[config.mk]
export PLATFORM = sky130hd
export DESIGN_NAME = sfu_writeback
export DESIGN_NICKNAME = d
export VERILOG_FILES = /design/src/rtl/sfu_writeback.sv
export SDC_FILE = /design/constraint.sdc
export NUM_CORES = 1
export LEC_CHECK = 0
export CAP_MARGIN = 0
export CORE_ASPECT_RATIO = 1.2
export CORE_MARGIN = 10
export CORE_UTILIZATION = 44
export DETAILED_ROUTE_END_ITERATION = 12
export PLACE_DENSITY = 0.86
export SYNTH_ARGS = -nofsm -noshare
export SYNTH_HDL_FRONTEND = slang
export SYNTH_SLANG_ARGS = --single-unit
export TNS_END_PERCENT = 100
[constraint.sdc]
create_clock -name clk -period 3.11 [get_ports clk]
set_clock_uncertainty 0.05 [all_clocks]
set_input_delay 0.933 -clock clk [delete_from_list [all_inputs] [get_ports clk]]
set_output_delay 0.933 -clock clk [all_outputs]
set_load 0.05 [all_outputs]
[src/rtl/sfu_writeback.sv]
// Drains the SFU accumulator bank into the output SRAM, one 8-lane word per RD/CAP/WR triplet.
// Define SFU_RELU_EN to clamp negative lanes to zero on the way through; otherwise lanes pass unchanged.
module sfu_writeback #(
  parameter int NCH       = 8,
  parameter int BW        = 16,
  parameter int NWORDS    = 16,
  parameter int RD_AW     = 4,
  parameter int SRAM_AW   = 11,
  parameter int BASE_ADDR = 0
) (
  input  logic                  clk,
  input  logic                  reset,
  input  logic                  start,
  output logic                  rd_en,
  output logic [RD_AW-1:0]      rd_addr,
  input  logic [NCH*BW-1:0]     rd_data,
  output logic                  wr_en,
  output logic [SRAM_AW-1:0]    wr_addr,
  output logic [NCH*BW-1:0]     wr_data,
  input  logic                  wr_ready,
  output logic                  busy,
  output logic                  done,
  output logic                  acc_clear
);

  typedef enum logic [2:0] {
    S_IDLE,
    S_RD,
    S_CAP,
    S_WR,
    S_DONE
  } state_t;

  localparam logic [RD_AW-1:0]   LAST_IDX = RD_AW'(NWORDS - 1);
  localparam logic [SRAM_AW-1:0] BASE     = SRAM_AW'(BASE_ADDR);

  state_t              state_q, state_d;
  logic [RD_AW-1:0]    idx_q, idx_d;
  logic [NCH*BW-1:0]   hold_q, hold_d;
  logic [NCH*BW-1:0]   f_data;

  // Per-lane element function applied between the bank and the holding register.
  generate
    for (genvar gi = 0; gi < NCH; gi++) begin : g_lane
`ifdef SFU_RELU_EN
      assign f_data[BW*gi +: BW] = rd_data[BW*gi + BW - 1] ? '0 : rd_data[BW*gi +: BW];
`else
      assign f_data[BW*gi +: BW] = rd_data[BW*gi +: BW];
`endif
    end
  endgenerate

  always_comb begin
    state_d = state_q;
    idx_d   = idx_q;
    hold_d  = hold_q;
    unique case (state_q)
      S_IDLE: begin
        if (start) begin
          state_d = S_RD;
          idx_d   = '0;
        end
      end
      S_RD:  state_d = S_CAP;
      S_CAP: begin
        hold_d  = f_data;
        state_d = S_WR;
      end
      S_WR: begin
        if (wr_ready) begin
          if (idx_q == LAST_IDX) begin
            state_d = S_DONE;
          end else begin
            idx_d   = idx_q + RD_AW'(1);
            state_d = S_RD;
          end
        end
      end
      S_DONE: begin
        idx_d   = '0;
        state_d = S_IDLE;
      end
      default: state_d = S_IDLE;
    endcase
  end

  always_ff @(posedge clk) begin
    if (reset) begin
      state_q <= S_IDLE;
      idx_q   <= '0;
      hold_q  <= '0;
    end else begin
      state_q <= state_d;
      idx_q   <= idx_d;
      hold_q  <= hold_d;
    end
  end

  // Outputs depend on registered state only; addresses are gated so idle outputs read zero.
  assign rd_en     = (state_q == S_RD);
  assign rd_addr   = (state_q == S_RD) ? idx_q : '0;
  assign wr_en     = (state_q == S_WR);
  assign wr_addr   = (state_q == S_WR) ? (BASE + SRAM_AW'(idx_q)) : '0;
  assign wr_data   = (state_q == S_WR) ? hold_q : '0;
  assign busy      = (state_q != S_IDLE);
  assign done      = (state_q == S_DONE);
  assign acc_clear = (state_q == S_DONE);

endmodule
==> flow_summary.toml <==
[detailed_routing]
drt_iter0_drc = 287
via_per_inst = 5.01
dr_total_vias = 5905
firstDrtPassIters = 5
drc = 0
antenna_left = 0
drt_wl_total_mm = 20.7
wl_per_cell_um = 17.6

[critical_path]
arrival_ns = 2.01
r2r-end = "hold_q[61]$_SDFFE_PP0P_"
end_kind = "output port"
slowest_stage = "clkdlybuf4s50_1"
worstSetupPathType = "flip-flop to output port"
r2r_cells = 4
regToRegSetupSlack_ns = 0.90
reg2reg_from = "state_q[1]$_SDFFE_PP0P_"
cp.required_ns = 2.13
cp_slowest_stage_delay_ns = 0.73
path_cells = "or3_1 > clkdlybuf4s50_1"
crit_fanout = 11
startpoint_type = "flip-flop"

[final_layout]
final_util = 0.797
final_cell_mix = "258 x nand2_1, 138 x buf_12, 137 x and2_1"
nets = 1132
final_common_cell = "nand2_1"
drive_gt1_frac = 0.181
syn_to_final_growth_pct = 78.6

[job]
max_cap_viol_count = 0

[pwr]
clkPwrFrac = 0.451
switching_share = 0.249
intPower_mw = 3.50
p_switching_mw = 1.16
ir_drop_v = 0.000375
powerDensity_nw_per_um2 = 446
comb_power_share = 0.144
finalPower_mw = 4.66
pwr-share-seq = 0.406
power.leakage_nw = 3.98

[place]
gp_congestion = 0.785
place_ws_ns = 0.395
portBuffers = 272
dp_hpwl_mm = 14.9

[die]
core_region_area_um2 = 13100
ios = 280
dieArea_um2 = 18300
chipHeight_um = 146
die_w_um = 125
start_util = 0.446
core.rowCount = 46

[clocking]
clk_path_buf_depth = 2
clkLatencyLatePin_ns = 0.41
cts_hold_buf = 0
postCtsSetupRepairBufs = 0
root_buffer = "clkbuf_16"
cts_sinks = 135
cts_buffers = 17
clk_pin_slew_worst_paths_ns = 0.05
htreeDepth = 4
cts_tree = "done"

[logic_synthesis]
ys_types = 32
syn_avg_cell_area_um2 = 7.71
synth.area.top_cells = "dfxtp_1 46%, nand2_1 17%, and2_1 15%, a21oi_1 11%, buf_6 2.9%"
yosysWarnings = 0
netlist_area_um2 = 5860
synth-seq-cells = 135
synth_top_area_frac = 0.462
syn_inst = 759
synth_ff_type = "dfxtp_1"
yosys.area.top_type = "dfxtp_1"
async_flop_share = 0
synth_edf_count = 0
yosysSeqAreaShare = 0.462

[timing]
min_period_over_period = 0.963
hold_violations = 0
fmax_ghz = 0.334
slew_headroom = 0.501
period_minus_slack_ns = 2.99
setup_slack_ns = 0.116
tightest_slew_ns = 0.748
rsz0062_at_grt = "false"
maxSlewViolCount = 0
finalSetupViolations = 0
setup_tns_ns = 0

[min_path]
whs_endpoint = "hold_q[89]$_SDFFE_PP0P_"
hold_start = "hold_q[89]$_SDFFE_PP0P_"
holdCritPathClass = "flip-flop to flip-flop"
hold_depth = 2

[global_route]
overflow = 0
grt_max_degree = 75
grt_pass1_wl_mm = 31.9
antenna_found_initial = 1
grt_pass1_vias = 5987
grtUsageTotal = 0.216

[run_status]
outcome = "completed"
==> worst max path at each step <==
stage	cells after the start	startpoint	end	slack (ns)
4_1_cts	2	state_q[2]$_SDFFE_PP0P_	busy	0.09
3_5_place_dp	2	state_q[0]$_SDFFE_PP0P_	rd_en	0.39
6_report	2	state_q[2]$_SDFFE_PP0P_	busy	0.12
5_1_grt	3	state_q[0]$_SDFFE_PP0P_	done	0.05
3_3_place_gp	2	state_q[0]$_SDFFE_PP0P_	rd_en	0.44
2_1_floorplan	3	state_q[0]$_SDFFE_PP0P_	rd_addr[0]	0.37
==> stage by stage <==
step,instances,hold WS [ns],cell area (µm²)
floorplan,765,0.382,5880
global placement,1148,0.387,9840
detailed placement,1148,0.392,9840
CTS,1178,0.400,10500
global route,1179,0.413,10500
finish,1179,0.398,10500
==> routing by layer <==
layer	GRT usage	wire, µm	up-vias
met4	0.107	766	0
met1	0.213	7420	2726
met5	0	0	-
met3	0.0909	1900	47
li1	-	-	2871
met2	0.379	10700	261
==> worst max-delay path, delay by kind of cell, from the launching register on <==
family | cells | cell delay, ns
buffers and inverters | 1 | 0.73
flip-flops | 1 | 0.42
AND/OR/NAND/NOR | 1 | 0.45
==> synthesized netlist by cell type, types with 2 or more instances <==
cell,n
nand2_1,258
and2_1,137
dfxtp_1,135
a21oi_1,129
clkbuf_1,27
buf_4,21
buf_6,15
buf_2,6
nor2_1,4
nand2b_1,3
a311oi_1,2
and3_1,2
==> cell families after synthesis <==
kind of cell,count (synthesis),synth area share
flip-flops,135,0.462
AO/OA/AOI/OAI,135,0.119
other,1,0.000640
multiplexers,1,0.00171
AND/OR/NAND/NOR,417,0.337
adder cells (fa/ha/maj),1,0.00214
buffers and inverters,69,0.0782
==> state kept, by name, indices dropped and copies added, names as in the netlist <==
register	cells
state_q	3
idx_q	4
hold_q	128
==> area by class of cell <==
type / instances / area (µm²)
clock buffers: 19 / 443
repair buffers: 284 / 4190
fillers: 780 / 2670
multi-input cells: 561 / 2730
diodes: 1 / 2.50
well taps: 168 / 210
clock inverters: 11 / 175
flip-flops and latches: 135 / 2700
==> repair_timing <==
action / 4_1_cts / 5_1_grt
endpoints found under the setup margin: 1 / 0
resized for setup: 1 / 0
hold endpoints to repair: 0 / 0
==> power groups by stage <==
| stage | clock, mW | sequential, mW | combinational, mW |
|---|---|---|---|
| finish | 2.10 | 1.89 | 0.672 |
| floorplan | 0 | 1.91 | 0.406 |
| CTS | 2.14 | 1.89 | 0.676 |
| global placement | 0 | 1.92 | 0.651 |
| detailed placement | 0 | 1.93 | 0.670 |
| global route | 2.21 | 1.90 | 0.732 |
No activity file was read; power rests on OpenSTA's default activity.
